File: config.mk
export PLATFORM = sky130hd
export DESIGN_NAME = if_stage
export DESIGN_NICKNAME = d
export VERILOG_FILES = /design/src/rtl/pipe_pkg.sv /design/src/rtl/pc_next.sv /design/src/rtl/if_stage.sv
export SDC_FILE = /design/constraint.sdc
export NUM_CORES = 1
export LEC_CHECK = 0
export BUFFER_PORTS_ARGS = -buffer_cell sky130_fd_sc_hd__buf_4
export CAP_MARGIN = 25
export CORE_MARGIN = 10
export CORE_UTILIZATION = 52
export DETAILED_ROUTE_END_ITERATION = 12
export PLACE_DENSITY = 0.8
export SLEW_MARGIN = 20
export SYNTH_ARGS = -nofsm -noshare
export SYNTH_HDL_FRONTEND = slang
export SYNTH_HIERARCHICAL = 1
export SYNTH_SLANG_ARGS = --single-unit
export TNS_END_PERCENT = 100
File: constraint.sdc
create_clock -name clk -period 2.9 [get_ports clk]
set_input_delay 0.58 -clock clk [delete_from_list [all_inputs] [get_ports clk]]
set_output_delay 0.58 -clock clk [all_outputs]
set_load 0.02 [all_outputs]
File: src/rtl/pipe_pkg.sv
// Shared pipeline types and constants for the RV32I fetch stage.
package pipe_pkg;

  typedef enum logic [1:0] {
    BOOT,
    RUN,
    FAULT
  } fetch_state_t;

  localparam logic [31:0] NOP_INSTR = 32'h0000_0013;

  typedef struct packed {
    logic [31:0] instr;
    logic [31:0] pc;
    logic [31:0] pc_plus4;
    logic        valid;
  } ifid_t;

  function automatic ifid_t ifid_bubble(input logic [31:0] nop);
    ifid_t b;
    b.instr    = nop;
    b.pc       = '0;
    b.pc_plus4 = '0;
    b.valid    = 1'b0;
    return b;
  endfunction

endpackage

File: src/rtl/pc_next.sv
// Next-PC mux, next fetch state, and misalignment/range fault detection.
module pc_next
  import pipe_pkg::*;
#(
  parameter int unsigned IMEM_WORDS = 64
) (
  input  fetch_state_t state_i,
  input  logic [31:0]  pc_i,
  input  logic         stall_f_i,
  input  logic         redirect_i,
  input  logic [31:0]  target_i,
  output logic [31:0]  pc_o,
  output logic [31:0]  pc_plus4_o,
  output fetch_state_t state_o,
  output logic         fetch_ok_o
);

  localparam logic [31:0] LIMIT = 32'(IMEM_WORDS * 4);

  logic [31:0] tgt_al;
  logic        pc_in_range;
  logic        tgt_in_range;

  assign tgt_al       = {target_i[31:2], 2'b00};
  assign pc_plus4_o   = pc_i + 32'd4;
  assign pc_in_range  = (pc_i < LIMIT);
  assign tgt_in_range = (tgt_al < LIMIT);

  always_comb begin
    pc_o       = pc_i;
    state_o    = state_i;
    fetch_ok_o = 1'b0;
    unique case (state_i)
      BOOT: state_o = RUN;
      RUN: begin
        if (redirect_i) begin
          // A redirect suppresses the range check on the current PC.
          if (target_i[1]) begin
            state_o = FAULT;
          end else begin
            pc_o       = tgt_al;
            fetch_ok_o = 1'b1;
          end
        end else if (!pc_in_range) begin
          state_o = FAULT;
        end else begin
          fetch_ok_o = 1'b1;
          if (!stall_f_i) pc_o = pc_plus4_o;
        end
      end
      FAULT: begin
        if (redirect_i && !target_i[1] && tgt_in_range) begin
          pc_o    = tgt_al;
          state_o = RUN;
        end
      end
      default: state_o = BOOT;
    endcase
  end

endmodule

File: src/rtl/if_stage.sv
// RV32I instruction-fetch stage: PC register, fetch FSM and IF/ID register.
module if_stage #(
  parameter logic [31:0] RESET_PC   = 32'h0000_0000,
  parameter int unsigned IMEM_WORDS = 64,
  parameter logic [31:0] NOP_INSTR  = pipe_pkg::NOP_INSTR
) (
  input  logic        clk,
  input  logic        reset_n,
  input  logic        stall_f,
  input  logic        stall_d,
  input  logic        flush_d,
  input  logic        redirect_e,
  input  logic [31:0] target_e,
  output logic [31:0] imem_addr,
  input  logic [31:0] imem_rd,
  output logic [31:0] instr_d,
  output logic [31:0] pc_d,
  output logic [31:0] pc_plus4_d,
  output logic        valid_d,
  output logic        fetch_fault
);

  import pipe_pkg::*;

  fetch_state_t state_q, state_n;
  logic [31:0]  pc_q, pc_n, pc_plus4;
  logic         fetch_ok;
  logic         fault_q;
  ifid_t        ifid_q, ifid_d;

  pc_next #(
    .IMEM_WORDS(IMEM_WORDS)
  ) u_pc_next (
    .state_i   (state_q),
    .pc_i      (pc_q),
    .stall_f_i (stall_f),
    .redirect_i(redirect_e),
    .target_i  (target_e),
    .pc_o      (pc_n),
    .pc_plus4_o(pc_plus4),
    .state_o   (state_n),
    .fetch_ok_o(fetch_ok)
  );

  // Outside RUN, on flush, or when a fault applies, IF/ID takes a bubble;
  // stall_d only holds IF/ID in RUN when no flush is requested.
  always_comb begin
    ifid_d = ifid_q;
    if (state_q != RUN || flush_d) begin
      ifid_d = ifid_bubble(NOP_INSTR);
    end else if (!stall_d) begin
      if (fetch_ok) begin
        ifid_d.instr    = imem_rd;
        ifid_d.pc       = pc_q;
        ifid_d.pc_plus4 = pc_plus4;
        ifid_d.valid    = 1'b1;
      end else begin
        ifid_d = ifid_bubble(NOP_INSTR);
      end
    end
  end

  always_ff @(posedge clk) begin
    if (!reset_n) begin
      state_q <= BOOT;
      pc_q    <= RESET_PC;
      ifid_q  <= ifid_bubble(NOP_INSTR);
      fault_q <= 1'b0;
    end else begin
      state_q <= state_n;
      pc_q    <= pc_n;
      ifid_q  <= ifid_d;
      fault_q <= (state_n == FAULT);
    end
  end

  assign imem_addr   = pc_q;
  assign instr_d     = ifid_q.instr;
  assign pc_d        = ifid_q.pc;
  assign pc_plus4_d  = ifid_q.pc_plus4;
  assign valid_d     = ifid_q.valid;
  assign fetch_fault = fault_q;

endmodule

==> results of run 1 <==
[cell families (layout without fill, tap and decap cells)]
| kind of cell | after synthesis | in the layout |
|---|---|---|
| AND/OR/NAND/NOR | 332 | 332 |
| flip-flops | 132 | 132 |
| adder cells (fa/ha/maj) | 5 | 5 |
| buffers and inverters | 70 | 264 |
| AO/OA/AOI/OAI | 157 | 157 |
| multiplexers | 7 | 7 |
| XOR/XNOR | 28 | 28 |
[report_power, final]
part           leakage (nW)  switching, mW  internal [mW]
registers              1.06         0.0603           1.86
logic                  1.97          0.761          0.418
clock network         0.317          0.820           1.57
total                  3.35           1.64           3.85
[worst max-delay path, cell delays in order (launching register included)]
cell and delay (ns):
dfxtp_1 0.41, nor4_2 0.55, nand3_1 0.12, o21ai_0 0.42
and2_4 0.52, buf_12 0.27, nand3b_1 0.13, a21oi_2 0.18
[cell usage in the layout (no fill, tap or decap), types with 5 or more instances in the layout]
cell type  count
buf_4        221
dfxtp_1      132
nand2_1      113
nand3b_1      93
a21oi_2       60
a21oi_1       40
and2_1        39
a22o_1        23
xnor2_1       19
clkbuf_16     17
nand3_1       16
nor2_1        15
nor4_1        10
o21ai_0        9
xor2_1         9
inv_1          8
mux2i_1        7
nor3_1         7
nand4_1        6
nor2b_1        5
bufinv_16      5
and3_1         5
o211ai_1       5
and4_1         5
ha_1           5
[sequential cells by signal, indices dropped and copies added (netlist names)]
register / count
pc_d: 32
state_q: 2
pc_plus4_d: 32
imem_addr: 32
valid_d: 1
instr_d: 32
fetch_fault: 1
[worst paths after layout]
| check | startpoint | to | slack, ns | depth (start not counted) |
|---|---|---|---|---|
| max | imem_addr[23] | pc_d[26] | 0.21 | 7 |
| min | imem_rd[4] | instr_d[4] | 0.44 | 3 |
| max reg2reg | imem_addr[23] | pc_d[26] | 0.21 | 7 |
| min reg2reg | instr_d[22] | instr_d[22] | 0.46 | 2 |
[metal layers]
metal  up-vias  part of all wire [%]  GRT usage, %  wire length [µm]
li1       2925                     -             -                 -
met1      2973                    39          25.5              8200
met2       281                    50          39.8             10500
met3        50                   7.6          6.48              1570
met4         0                   2.6          8.34               532
met5         -                     0             0                 0
[per-stage QoR]
step	power (mW)	area, µm²
finish	5.49	8760
floorplan	2.77	6500
global placement	3.07	8100
CTS	5.49	8760
detailed placement	3.11	8100
global route	5.69	8760
[Yosys cell counts, types with 4 or more instances]
| cell type | number | share of area, % |
|---|---|---|
| dfxtp_1 | 132 | 41 |
| nand2_1 | 113 | 6.5 |
| nand3b_1 | 93 | 11 |
| a21oi_2 | 60 | 8.1 |
| a21oi_1 | 40 | 3.1 |
| and2_1 | 40 | 3.9 |
| clkbuf_1 | 30 | 1.7 |
| a22o_1 | 23 | 3.1 |
| xnor2_1 | 19 | 2.6 |
| nand3_1 | 16 | 1.2 |
| buf_2 | 15 | 1.2 |
| nor2_1 | 15 | 0.87 |
| buf_6 | 10 | 1.7 |
| nor4_1 | 10 | 0.96 |
| o21ai_0 | 9 | 0.69 |
| xor2_1 | 9 | 1.2 |
| inv_1 | 8 | 0.46 |
| mux2i_1 | 7 | 1.1 |
| nor3_1 | 7 | 0.54 |
| nand4_1 | 6 | 0.58 |
| and3_1 | 5 | 0.48 |
| and4_1 | 5 | 0.67 |
| ha_1 | 5 | 0.96 |
| nor2b_1 | 5 | 0.48 |
| o211ai_1 | 5 | 0.58 |
| buf_1 | 4 | 0.23 |
[layout make-up]
class / count / share of cell area, %
multi-input combinational: 529 / 40.0
sequential: 132 / 30.2
timing repair buffer: 224 / 19.6
clock buffer: 20 / 5.21
tap: 168 / 2.40
clock inverter: 12 / 2.30
inverter: 8 / 0.343
==> impl_metrics.toml, run 1 <==
[cts]
cts_tree = "done"
clk_latency_ns = 0.41
cts-resized-gates = 0
post_cts_buffers = 0
cts.sinks = 132
clock-root-buffer = "clkbuf_16"
clock_path_buffers = 2
cts.htree.levels = 4
clk_transition_reported_paths_ns = 0.06
hold_buffers = 0
cts_buffers = 17

[place]
placed_cells = 1061
post-place-ws_ns = 0.248
dpl.hpwl_um = 14900
port_buffers = 198
gp_congestion = 0.910

[power]
p_leak_nw = 3.35
ir_worst_vdd_v = 0.000399
power_density_nw_per_um2 = 627

[route]
drc = 0
antenna_left = 0
drtIter0Drc = 512
num_vias = 6229
firstDrtPassIters = 6
wirelength_um = 20800
viasPerCell = 5.70
wl_per_cell_um = 19.0

[global_routing]
antenna_found_initial = 0
grt_usage_pct = 22.7
grt_pass1_wl_um = 32700
grt_pass1_vias = 6170
grt_max_degree = 66
grt-ovfl-total = 0

[sta]
worst_slack_ns = 0.209
slew_headroom_pct = 60.9
fin_tns_setup_ns = 0
fin_crit_ns = 2.69
hold_ws_ns = 0.444
finClkSkew_ns = 0.00826
min_period_over_period_pct = 92.8
rsz0062_at_grt = "false"
worstMarginPinSlew_ns = 0.586
clock.fmax_mhz = 372
setup_viol = 0
drv_slew = 0
hold_viol_final = 0

[logic_synthesis]
synth_edf_count = 0
synth_fa_ha_area_share_pct = 0.963
synth_top_family_by_area = "simple AND/OR/NAND/NOR gates"
synth.cell_area_um2 = 6500
synth-simple-area-share_pct = 29.7
synth_nets = 806
synth_xor_area_share_pct = 3.77
synth_compound_area_share_pct = 18.2
synth-warning-count = 6
synthCells = 731
synth_flop_cell = "dfxtp_1"
synth_seq_cells = 132
syn_area_per_cell_um2 = 8.89
synthMuxAreaShare_pct = 1.08
async_flop_share_pct = 0
seq_area_frac_synth_pct = 40.7
synth.distinct_cells = 53

[floorplan]
ios = 200
fp-row-count = 40
dieArea_um2 = 17400
core_um2 = 12100
die_x_um = 132
die_y_um = 132
start_util_pct = 53.7

[cells_and_area]
area_growth_pct = 34.8
multi_input_area_um2 = 3500
seqCellArea_um2 = 2640
diodes = 0
stdcell_count = 1093
postLayoutCoreUtil_pct = 72.3
drive_above_1_share_pct = 35.4
fill_cells = 951
fin_nets = 987

[worst_hold_path]
hold_class = "input pin to flop"

[worst_setup_path]
cp.arrival_ns = 3.03
crit_type = "flop to flop"
crit_required_ns = 3.24
start_kind = "flop"
critPathMaxFanout = 41
end_kind = "flop"

[flow_run]
drv_cap = 0

[status]
outcome = "completed"
Power figures use the tool's default switching activity.
==> inputs of run 2 (changes only) <==
--- a/config.mk
+++ b/config.mk
@@ -7,10 +7,13 @@
 export LEC_CHECK = 0
 export BUFFER_PORTS_ARGS = -buffer_cell sky130_fd_sc_hd__buf_4
 export CAP_MARGIN = 25
+export CELL_PAD_IN_SITES_DETAIL_PLACEMENT = 1
+export CELL_PAD_IN_SITES_GLOBAL_PLACEMENT = 1
 export CORE_MARGIN = 10
-export CORE_UTILIZATION = 52
+export CORE_UTILIZATION = 38
 export DETAILED_ROUTE_END_ITERATION = 12
-export PLACE_DENSITY = 0.8
+export PLACE_DENSITY = 0.79
+export SETUP_SLACK_MARGIN = 0.15
 export SLEW_MARGIN = 20
 export SYNTH_ARGS = -nofsm -noshare
 export SYNTH_HDL_FRONTEND = slang
==> run 2 against run 1 <==
Non-clock buffer count rose by 1. Largest power group unchanged. Combinational power about the same. Highest routed layer unchanged. Hold slack got worse by 0.010 ns. Critical endpoint is now pc_d[16]. Sequential share of layout area is essentially flat. Count of clock-buffer cells in the layout is 4 higher.
==> impl_metrics.toml, run 2 (synthesized netlist as in run 1, its figures left out) <==
[status]
outcome = "completed"

[place]
port_buffers = 198
gp_congestion = 0.846
dpl.hpwl_um = 16300
placement.cell_area_um2 = 8180
placed_cells = 1114

[cells_and_area]
postLayoutCoreUtil_pct = 52.5
fin_nets = 988
drive_above_1_share_pct = 35.2
fill_cells = 1971
final_common_cell = "buf_4"
diodes = 0
area_growth_pct = 34.9
design_area_um2 = 8770
stdcell_count = 1146
final_cell_mix = "buf_4, dfxtp_1, nand2_1"

[floorplan]
start_util_pct = 38.9
ios = 200
core_um2 = 16700
die_x_um = 151
dieArea_um2 = 22700
die_y_um = 151
fp-row-count = 47

[global_routing]
antenna_found_initial = 0
grt-ovfl-total = 0
grt_usage_pct = 19.3
grt_max_degree = 84
grt_pass1_vias = 6145
grt_pass1_wl_um = 34800

[sta]
rsz0062_at_grt = "false"
drv_slew = 0
fin_crit_ns = 2.48
slew_headroom_pct = 34.4
finClkSkew_ns = 0.0119
clock.fmax_mhz = 404
worstMarginPinSlew_ns = 0.984
hold_ws_ns = 0.434
hold_viol_final = 0
fin_tns_setup_ns = 0
min_period_over_period_pct = 85.4
setup_viol = 0

[route]
num_vias = 6068
viasPerCell = 5.29
antenna_left = 0
wirelength_um = 22600
firstDrtPassIters = 4
drc = 0
wl_per_cell_um = 19.7
drtIter0Drc = 264

[cts]
post_cts_buffers = 0
hold_buffers = 0
clk_transition_reported_paths_ns = 0.06
cts.htree.levels = 4
cts_tree = "done"
clock-root-buffer = "clkbuf_16"
clk_latency_ns = 0.42
cts-resized-gates = 0
clock_path_buffers = 2
cts.sinks = 132
cts_buffers = 17

[power]
p_leak_nw = 3.32
ir_worst_vdd_v = 0.000422
power_density_nw_per_um2 = 602

[worst_hold_path]
hold_class = "input pin to flop"

[flow_run]
drv_cap = 0

[worst_setup_path]
start_kind = "flop"
crit_required_ns = 3.24
cp.arrival_ns = 2.82
critPathMaxFanout = 20
end_kind = "flop"
crit_type = "flop to flop"
[run 2: cell types whose count changed in the layout (fill, tap and decap cells not counted), sizes merged]
cell    change
bufinv      -3
clkbuf      +4
buf         +1
inv         -1
[run 2: stage by stage]
stage | setup WS (ns) | total power [mW]
finish | 0.422 | 5.27
CTS | 0.411 | 5.32
floorplan | 0.645 | 2.77
detailed placement | 0.211 | 3.15
global route | 0.261 | 5.52
global placement | 0.349 | 3.13
[run 2: where the power goes]
group / total (mW) / switching [mW] / internal, mW
Sequential: 1.92 / 0.0661 / 1.86
Combinational: 1.19 / 0.767 / 0.419
Clock: 2.17 / 0.811 / 1.35
[run 2: area by class of cell]
class                      count  area [µm²]  area share [%]
multi-input combinational    529        3500            39.9
timing repair buffer         225        1730            19.7
inverter                       8        30.0           0.343
clock buffer                  24         492            5.61
sequential                   132        2640            30.1
clock inverter                 8        98.8            1.13
tap                          220         275            3.14
[run 2: worst max-delay path: stages (launching register included)]
cell and delay [ns]:
dfxtp_1 0.42, nor4_1 0.43, nand4_1 0.21, o21ai_0 0.43, and2_4 0.33, buf_4 0.28
nand3b_1 0.13, a21oi_2 0.16
[run 2: path summary, 6_finish.rpt]
kind / start / end / slack [ns] / cells past startpoint
worst max-delay path: imem_addr[27] / pc_d[16] / 0.42 / 7
worst min-delay path: imem_rd[23] / instr_d[23] / 0.43 / 3
worst max register to register: imem_addr[27] / pc_d[16] / 0.42 / 7
worst min register to register: pc_plus4_d[16] / pc_plus4_d[16] / 0.46 / 2
[run 2: routing by layer]
metal | vias up | track usage, % | wire length [µm]
li1 | 2927 | - | -
met1 | 2955 | 22.6 | 9130
met2 | 162 | 34.0 | 11700
met3 | 24 | 4.45 | 1320
met4 | 0 | 6.50 | 463
met5 | - | 0 | 0
